**src/rtl/banco_fifos_pkg.sv**
```systemverilog
// Shared widths and constants for the banco_fifos queue bank.
// Defaults match the arbiter-side integration: 4 queues of 7 bytes each.
// capacity() gives the usable depth of a queue; one pointer slot stays unused.
package banco_fifos_pkg;

  localparam int QUEUE_QUANTITY_DEF = 4;
  localparam int DATA_BITS_DEF      = 8;
  localparam int BUF_WIDTH_DEF      = 3;
  localparam int ALMOST_FULL_DEF    = 6;

  // Usable words per queue for a given pointer width.
  function automatic int capacity(input int buf_width);
    return (1 << buf_width) - 1;
  endfunction

endpackage

```
**src/rtl/banco_fifos_fifo_cola.sv**
```systemverilog
// One queue of the bank: storage, pointers, occupancy, status and sticky error flags.
// Latency: read word is mem[rptr] combinationally; the top registers it on a valid pop.
// Backpressure: push is dropped when full unless popped the same cycle; pops on empty are flagged.
module fifo_cola
  import banco_fifos_pkg::*;
#(
  parameter int DATA_BITS   = DATA_BITS_DEF,
  parameter int BUF_WIDTH   = BUF_WIDTH_DEF,
  parameter int ALMOST_FULL = ALMOST_FULL_DEF
) (
  input  logic                 clk,
  input  logic                 rst,
  input  logic                 enb,
  input  logic                 push,
  input  logic [DATA_BITS-1:0] din,
  input  logic                 pop_hit,
  output logic [DATA_BITS-1:0] rd_dat,
  output logic                 rd_vld,
  output logic                 empty,
  output logic                 full,
  output logic                 almost_full,
  output logic [BUF_WIDTH-1:0] count,
  output logic                 err_overflow,
  output logic                 err_underflow
);

  localparam int DEPTH = 1 << BUF_WIDTH;
  localparam logic [BUF_WIDTH-1:0] CAP = BUF_WIDTH'(capacity(BUF_WIDTH));

  logic [DATA_BITS-1:0] mem [DEPTH];
  logic [BUF_WIDTH-1:0] wptr;
  logic [BUF_WIDTH-1:0] rptr;
  logic                 wr;
  logic                 rd;

  // A full queue still accepts a push when the same cycle pops it.
  assign wr          = push & (~full | pop_hit);
  assign rd          = pop_hit & ~empty;
  assign empty       = (count == '0);
  assign full        = (count == CAP);
  assign almost_full = (int'(count) >= ALMOST_FULL);
  assign rd_dat      = mem[rptr];
  assign rd_vld      = rd;

  // Pointers, occupancy and sticky error flags.
  always_ff @(posedge clk or negedge rst) begin
    if (!rst) begin
      wptr          <= '0;
      rptr          <= '0;
      count         <= '0;
      err_overflow  <= 1'b0;
      err_underflow <= 1'b0;
    end else if (enb) begin
      if (wr) wptr <= wptr + 1'b1;
      if (rd) rptr <= rptr + 1'b1;
      if (wr && !rd)      count <= count + 1'b1;
      else if (!wr && rd) count <= count - 1'b1;
      if (push && full && !pop_hit) err_overflow  <= 1'b1;
      if (pop_hit && empty)         err_underflow <= 1'b1;
    end
  end

  // Storage is not reset; stale contents are unreachable once pointers clear.
  always_ff @(posedge clk) begin
    if (enb && wr) mem[wptr] <= din;
  end

endmodule

```
**src/rtl/banco_fifos.sv**
```systemverilog
// Bank of independent queues feeding the round-robin arbiter, popped by its selector.
// Latency: a pop in cycle N presents the word on data_out with data_out_vld in cycle N+1.
// Backpressure: per-queue full/almost_full status; overflowing pushes dropped and flagged.
module banco_fifos
  import banco_fifos_pkg::*;
#(
  parameter int QUEUE_QUANTITY = QUEUE_QUANTITY_DEF,
  parameter int DATA_BITS      = DATA_BITS_DEF,
  parameter int BUF_WIDTH      = BUF_WIDTH_DEF,
  parameter int ALMOST_FULL    = ALMOST_FULL_DEF,
  parameter int SEL_W          = $clog2(QUEUE_QUANTITY)
) (
  input  logic                                clk,
  input  logic                                rst,
  input  logic                                enb,
  input  logic [QUEUE_QUANTITY-1:0]           push,
  input  logic [QUEUE_QUANTITY*DATA_BITS-1:0] data_in,
  input  logic                                pop,
  input  logic [SEL_W-1:0]                    pop_sel,
  output logic [DATA_BITS-1:0]                data_out,
  output logic                                data_out_vld,
  output logic [QUEUE_QUANTITY-1:0]           buf_empty,
  output logic [QUEUE_QUANTITY-1:0]           buf_full,
  output logic [QUEUE_QUANTITY-1:0]           almost_full,
  output logic [QUEUE_QUANTITY*BUF_WIDTH-1:0] fifo_counter,
  output logic [QUEUE_QUANTITY-1:0]           err_overflow,
  output logic [QUEUE_QUANTITY-1:0]           err_underflow
);

  logic [QUEUE_QUANTITY-1:0] pop_hit;
  logic [QUEUE_QUANTITY-1:0] rd_vld;
  logic [DATA_BITS-1:0]      rd_dat [QUEUE_QUANTITY];

  for (genvar i = 0; i < QUEUE_QUANTITY; i++) begin : g_cola
    assign pop_hit[i] = pop && (pop_sel == SEL_W'(i));

    fifo_cola #(
      .DATA_BITS  (DATA_BITS),
      .BUF_WIDTH  (BUF_WIDTH),
      .ALMOST_FULL(ALMOST_FULL)
    ) u_cola (
      .clk          (clk),
      .rst          (rst),
      .enb          (enb),
      .push         (push[i]),
      .din          (data_in[i*DATA_BITS +: DATA_BITS]),
      .pop_hit      (pop_hit[i]),
      .rd_dat       (rd_dat[i]),
      .rd_vld       (rd_vld[i]),
      .empty        (buf_empty[i]),
      .full         (buf_full[i]),
      .almost_full  (almost_full[i]),
      .count        (fifo_counter[i*BUF_WIDTH +: BUF_WIDTH]),
      .err_overflow (err_overflow[i]),
      .err_underflow(err_underflow[i])
    );
  end

  // Register the selected queue's head word; data_out holds when nothing valid was popped.
  always_ff @(posedge clk or negedge rst) begin
    if (!rst) begin
      data_out     <= '0;
      data_out_vld <= 1'b0;
    end else if (enb) begin
      data_out_vld <= |rd_vld;
      if (|rd_vld) data_out <= rd_dat[pop_sel];
    end
  end

endmodule

```
**config.mk**
```make
export PLATFORM = sky130hd
export DESIGN_NAME = banco_fifos
export DESIGN_NICKNAME = d
export VERILOG_FILES = /design/src/rtl/banco_fifos_pkg.sv /design/src/rtl/banco_fifos_fifo_cola.sv /design/src/rtl/banco_fifos.sv
export SDC_FILE = /design/constraint.sdc
export NUM_CORES = 1
export LEC_CHECK = 0
export ABC_CLOCK_PERIOD_IN_PS = 2600
export BUFFER_PORTS_ARGS = -buffer_cell sky130_fd_sc_hd__buf_2
export CAP_MARGIN = 15
export CORE_MARGIN = 3
export CORE_UTILIZATION = 60
export DETAILED_ROUTE_END_ITERATION = 8
export PLACE_DENSITY = 0.87
export REMOVE_ABC_BUFFERS = 1
export SYNTH_ARGS = -nofsm -noshare
export SYNTH_HDL_FRONTEND = slang
export SYNTH_SLANG_ARGS = --single-unit
```
**constraint.sdc**
```tcl
create_clock -name clk -period 2.6 [get_ports clk]
set_input_delay 0.39 -clock clk [delete_from_list [all_inputs] [get_ports clk]]
set_output_delay 0.39 -clock clk [all_outputs]
set_load 0.02 [all_outputs]
```
Word level (Yosys, flattened, before mapping)
Memory sizes are Yosys's and may differ from the RTL's.
Index checks and enable logic that the tools add are counted.
{"block": "totals", "regBits": 53, "ramBits": 256, "out_inout_bits": 41, "word_cells": 165, "n_memories": 4}
{"memory": "g_cola[0].u_cola.mem", "depth": 8, "width": 8, "rd": 1, "rd_clocked_by_memory_dff": 0, "wr": 1, "line": "banco_fifos_fifo_cola.sv:30", "text": "logic [DATA_BITS-1:0] mem [DEPTH];"}
{"memory": "g_cola[1].u_cola.mem", "depth": 8, "width": 8, "rd": 1, "rd_clocked_by_memory_dff": 0, "wr": 1, "line": "banco_fifos_fifo_cola.sv:30"}
{"memory": "g_cola[2].u_cola.mem", "depth": 8, "width": 8, "rd": 1, "rd_clocked_by_memory_dff": 0, "wr": 1, "line": "banco_fifos_fifo_cola.sv:30"}
{"memory": "g_cola[3].u_cola.mem", "depth": 8, "width": 8, "rd": 1, "rd_clocked_by_memory_dff": 0, "wr": 1, "line": "banco_fifos_fifo_cola.sv:30"}
{"block": "classes", "addsub": 16, "magnitude_cmp": 5, "eq_ne": 7, "mux": 19, "bitwise": 21, "n_reduce_logical": 71}
{"operator": "2-bit AND reduction", "n": 21}
{"operator": "3-bit by 1-bit adder with 3-bit output, second input constant", "n": 12}
{"operator": "1-bit logical AND", "n": 28}
{"operator": "3-bit 2-to-1 mux", "n": 8}
{"operator": "8-bit binary-select mux with 2-bit select", "n": 1}
{"operator": "8-bit 2-to-1 mux", "n": 2}
{"operator": "3-bit greater-or-equal comparator, second input constant", "n": 5}
{"operator": "3-bit == test, second input constant", "n": 4}
{"operator": "1-bit logical NOT", "n": 12}
{"operator": "3-bit logical NOT", "n": 4}
{"operator": "3-bit by 1-bit subtractor with 3-bit output, second input constant", "n": 4}
{"operator": "1-bit AND", "n": 8}
{"operator": "1-bit 2-to-1 mux", "n": 8}
{"operator": "1-bit inverter", "n": 8}
{"operator": "2-bit nonzero test", "n": 4}
{"operator": "2-bit == test, second input constant", "n": 2}
{"operator": "1-bit bitwise OR", "n": 4}
{"operator": "4-bit OR reduction", "n": 1}
{"operator": "2-bit inverter with 3-bit output", "n": 1}
{"operator": "2-bit by 1-bit == test with 1-bit output, second input constant", "n": 1}
{"operator": "2-bit logical NOT", "n": 1}

Logic depth before layout (Yosys ltp)
{"block": "depth", "depth_word": 8, "mapped_depth": 11}

Cells and area by module
From an unflattened synthesis, not the netlist that was laid out.
{"block": "unflattened", "hier_cells": 639, "hier_area_um2": 12881.1}
{"mod": "fifo_cola (g_cola[0].u_cola ...)", "n_inst": 2, "cells_each": 153, "area_each_um2": 3079.2, "seq_area_each_um2": 2197.1}
{"mod": "fifo_cola (g_cola[2].u_cola ...)", "n_inst": 2, "cells_each": 149, "area_each_um2": 3072.9, "seq_area_each_um2": 2197.1}
{"mod": "banco_fifos", "n_inst": 1, "cells_each": 35, "area_each_um2": 576.8, "seq_area_each_um2": 225.2}

Worst setup path before layout
OpenSTA, ideal clock, no wires.
{"block": "synth_timing", "kind": "in2reg", "from": "input port pop_sel[1]", "to": "memory g_cola[2].u_cola.mem[0][0] (netlist bit), enable pin", "setup_time_ns": 0.383, "arrival_ns": 2.081, "path_slack_ns": 0.136, "path_stages": 5, "path_buffers": 1, "path_cell_list": "buf_4 > nor2b_1 > a21boi_0 > or3_1 > nor3_1"}
{"block": "synth_between", "elab_chain_cells": 7}
{"element": "start: declaration", "line": "banco_fifos.sv:19", "text": "input logic [SEL_W-1:0] pop_sel,"}
{"element": "2-bit == test", "line": "banco_fifos.sv:35", "text": "assign pop_hit[i] = pop && (pop_sel == SEL_W'(i));"}
{"element": "1-bit logical AND", "line": "banco_fifos.sv:35"}
{"element": "1-bit bitwise OR", "line": "banco_fifos_fifo_cola.sv:37", "text": "assign wr = push & (~full | pop_hit);"}
{"element": "1-bit AND", "line": "banco_fifos_fifo_cola.sv:37"}
{"element": "1-bit logical AND", "line": "banco_fifos_fifo_cola.sv:65", "text": "if (enb && wr) mem[wptr] <= din;"}
{"element": "1-bit 2-to-1 mux", "line": "banco_fifos_fifo_cola.sv:65"}
{"element": "1-bit 2-to-1 mux (implied by the code)", "line": "banco_fifos_fifo_cola.sv:65"}
{"element": "end: declaration", "line": "banco_fifos_fifo_cola.sv:30"}
No other way between the ends.

Worst setup path after layout
{"block": "layout_timing", "from": "register g_cola[2].u_cola.count[2]", "to": "register g_cola[2].u_cola.count[2]"}
{"block": "layout_between", "elab_chain_cells": 8, "word_cells_on_any_way": 17, "classes_between": "add/sub (2); eq/ne (1); mux (2); bitwise (5); reduce/logical (7)"}
{"element": "start: declaration", "line": "banco_fifos_fifo_cola.sv:22", "text": "output logic [BUF_WIDTH-1:0] count,"}
{"element": "start signal: assignment", "line": "banco_fifos_fifo_cola.sv:56", "text": "if (wr && !rd) count <= count + 1'b1;"}
{"element": "start signal: assignment", "line": "banco_fifos_fifo_cola.sv:57", "text": "else if (!wr && rd) count <= count - 1'b1;"}
{"element": "3-bit == test", "line": "banco_fifos_fifo_cola.sv:40", "text": "assign full = (count == CAP);"}
{"element": "1-bit inverter", "line": "banco_fifos_fifo_cola.sv:37"}
{"element": "1-bit bitwise OR", "line": "banco_fifos_fifo_cola.sv:37"}
{"element": "1-bit AND", "line": "banco_fifos_fifo_cola.sv:37"}
{"element": "1-bit logical NOT", "line": "banco_fifos_fifo_cola.sv:57"}
{"element": "1-bit logical AND", "line": "banco_fifos_fifo_cola.sv:57"}
{"element": "2-bit nonzero test (no line)"}
{"element": "2-bit AND reduction (no line)"}
Parallel ways exist; a longest one is shown, timed or not. The select of a mux whose other input is x is not followed.
A chain may end at the register's enable or synchronous reset.

==> run_results.csv <==
group,metric,value,unit
clock_tree,root_buffer,"clkbuf_16",
clock_tree,htree_num_levels,1,
power_and_ir_drop,finalPower,16200,uW
setup_path,rr_startpoint,"g_cola[2].u_cola.count[2]$_DFFE_PN0P_",
timing,rsz0062_at_grt,"false",
finish,diodes,0,
floorplanning,placementRows,52,
power_and_ir_drop,vdd_ir_drop_max,0.750,mV
yosys,yosys_most_used_dff,"edfxtp_1",
clock_tree,clockBufferDepth,3,
drt,wl,28600,um
grt,grt_pass1_wl,44500,um
worst_hold_path,hold_class,"in -> reg",
yosys,ys_types,47,
yosys,synth.avg_cell_area,16.3,um^2
grt,grt_max_degree,33,
drt,first_pass_iters,5,
grt,antenna_found_initial,0,
setup_path,cp.arrival,2790,ps
timing,worst_slew_pin_slew,708,ps
worst_hold_path,worstHoldEndpoint,"g_cola[0].u_cola.mem[2][3]$_DFFE_PP_",
clock_tree,clock_sinks,309,
power_and_ir_drop,p_per_area,1090,nW/um^2
drt,vias,7433,
timing,max_freq,420,MHz
finish,fin_util,71.9,%
clock_tree,cts_tree,"built",
yosys,synth_area,12800,um^2
timing,fin_setup_tns,0,ps
timing,drv_slew,0,
finish,final_cell_area,14800,um^2
placement,gp_congestion,0.885,
yosys,synth_edf_count,256,
timing,period_needed,2380,ps
drt,vias_per_cell,6.17,
yosys,async_reset_ff_share,17.2,%
setup_path,crit_path_start_kind,"register",
timing,skew,12.2,ps
floorplanning,core-area,20600,um^2
placement,dp_hpwl,18900,um
worst_hold_path,hold-path-cell-count,1,
placement,portBuffers,82,
power_and_ir_drop,leakage,0.00551,uW
finish,multi_input_area,3400,um^2
yosys,ys.warnings.count,0,
finish,seq_area,9010,um^2
setup_path,ff2ff_setup_slack,220,ps
finish,area_delta_synth_final,15.7,%
drt,drt-initial-drc-count,672,
grt,grt_overflow_total,0,
floorplanning,ioPinCount,83,
drt,ant_nets,0,
clock_tree,clkTransAtPathRegs,70,ps
timing,max_slew_margin,52.8,%
yosys,synthCells,783,
setup_path,reg2reg_depth,9,
timing,finalSetupViolCount,0,
worst_hold_path,hold_start,"data_in[3]",
floorplanning,start_util,62.2,%
setup_path,end_kind,"register",
clock_tree,cts_inserted_buffers,30,
setup_path,cp_max_fo,5,
setup_path,path_class,"reg -> reg",
timing,period_share,91.5,%
setup_path,r2r-end,"g_cola[2].u_cola.count[2]$_DFFE_PN0P_",
finish,fill_cells,1221,
run,max_cap_viol_count,0,
drt,drc_errors,0,
yosys,yosys_register_bits,309,
drt,wire_per_inst,23.7,um
floorplanning,die_w,152,um
finish,nets,968,
timing,hold_viol,0,
placement,dpl_cell_area,13700,um^2
floorplanning,die_area,23100,um^2
grt,grt_pass1_vias,7687,
setup_path,required,3010,ps
grt,grt_usage,24.7,%
floorplanning,die_h,152,um
yosys,yosysSeqAreaShare,70.5,%
finish,layout-drive-gt1-share,26.6,%
clock_tree,clk_latency,550,ps
status,status,"finished, final reports clean",
clock_tree,cts.repair.resized,0,
-- worst max path at each step --
stage	from	end	slack, ps	depth (start not counted)
3_5_place_dp	pop_sel[0]	g_cola[1].u_cola.count[2]$_DFFE_PN0P_	300	10
6_report	g_cola[2].u_cola.count[2]$_DFFE_PN0P_	g_cola[2].u_cola.count[2]$_DFFE_PN0P_	220	9
4_1_cts	g_cola[2].u_cola.count[2]$_DFFE_PN0P_	g_cola[2].u_cola.count[2]$_DFFE_PN0P_	260	9
2_1_floorplan	g_cola[1].u_cola.count[0]$_DFFE_PN0P_	g_cola[1].u_cola.count[2]$_DFFE_PN0P_	100	9
3_3_place_gp	pop_sel[1]	g_cola[2].u_cola.mem[0][5]$_DFFE_PP_	380	7
5_1_grt	g_cola[2].u_cola.count[2]$_DFFE_PN0P_	g_cola[2].u_cola.count[2]$_DFFE_PN0P_	140	9
-- cells in the final DEF, fill, tap and decap left out, drive strengths merged, types with 10 or more instances in the layout --
cell type,instances
nor2b,15
buf,146
edfxtp,256
a22oi,26
mux4,24
xnor2,20
clkbuf,39
nand2b,11
dfrtp,53
and3,11
nor2,43
ha,12
clkinv,10
a21oi,12
mux2,16
nor3,14
nand2,41
mux2i,78
nand3,18
inv,12
-- where the power goes --
| group | switching [uW] | internal (uW) | leakage, uW |
|---|---|---|---|
| registers | 805 | 6090 | 0.00294 |
| logic | 2570 | 2090 | 0.00204 |
| clock network | 1790 | 2830 | 0.000528 |
| total | 5160 | 11000 | 0.00551 |
-- critical path, cell delays in order (launching register included) --
cell and delay, ps:
dfrtp_1 470, and3_1 260, a21boi_0 160, nor2b_1 180, ha_1 210, inv_1 70, fa_1 410, xnor2_1 200
nand2_1 110, xnor2_1 160
-- repair_timing --
item	CTS	global route
buffers inserted	0	0
hold endpoints to repair	25	0
hold buffers	1	0
-- layout make-up --
type | count | area share (%)
well taps | 270 | 2.28
multi-input cells | 410 | 23.0
flip-flops and latches | 309 | 61.0
repair buffers | 147 | 6.26
clock inverters | 17 | 1.63
inverters | 12 | 0.305
clock buffers | 39 | 5.58
-- registers in the layout, summed over array words and instances, names as in the netlist --
register,count
g_cola.u_cola.count,12
g_cola.u_cola.err_overflow,4
g_cola.u_cola.rptr,12
g_cola.u_cola.mem,256
data_out_vld,1
data_out,8
g_cola.u_cola.err_underflow,4
g_cola.u_cola.wptr,12
-- metal layers --
layer / vias to the layer above / GRT usage, % / wire length [um]
li1: 3236 / - / -
met1: 3720 / 33.5 / 11100
met2: 413 / 40.9 / 14100
met3: 64 / 5.09 / 2480
met4: 0 / 7.96 / 858
met5: - / 0 / 0
-- synth_stat cells (all sizes together), types with 3 or more instances --
library cell    n  area, um^2
xor2            5        43.8
a21boi          6        45.0
mux4           24         541
edfxtp        256        7690
a22oi          26         195
a31o            3        26.3
nor3           14        70.1
a21oi          12        60.1
a211oi          5        37.5
and3           11        75.1
and2            8        51.3
or3             4        30.0
a41oi           3        48.8
a41o            5        50.1
nand2          41         154
mux2           16         180
clkbuf          9        33.8
nor2b          15        93.8
nor2           43         161
a31oi           5        31.3
fa              4        80.1
dfrtp          53        1330
nand2b         11        68.8
inv            12        45.0
xnor2          20         175
ha             12         150
buf            43         289
mux2i          78         781
nand4           5        31.3
a22o            3        26.3
o21ai           6        30.0
nand3          18        90.1
-- stage by stage --
| step | worst slack [ps] | instances | hold slack [ps] |
|---|---|---|---|
| finish | 221 | 1204 | 109 |
| global route | 137 | 1204 | 111 |
| CTS | 260 | 1204 | 94.2 |
| detailed placement | 303 | 1147 | 453 |
| global placement | 383 | 1147 | 450 |
| floorplan | 99.0 | 731 | 94.4 |
-- logic make-up after synthesis --
logic type,share of synthesized area [%]
multiplexers,11.7
flip-flops,70.5
XOR/XNOR,1.71
buffers and inverters,2.88
AND/OR/NAND/NOR,6.59
adder cells (fa/ha/maj),1.80
AO/OA/AOI/OAI,4.74
No activity file was read; power rests on OpenSTA's default activity.
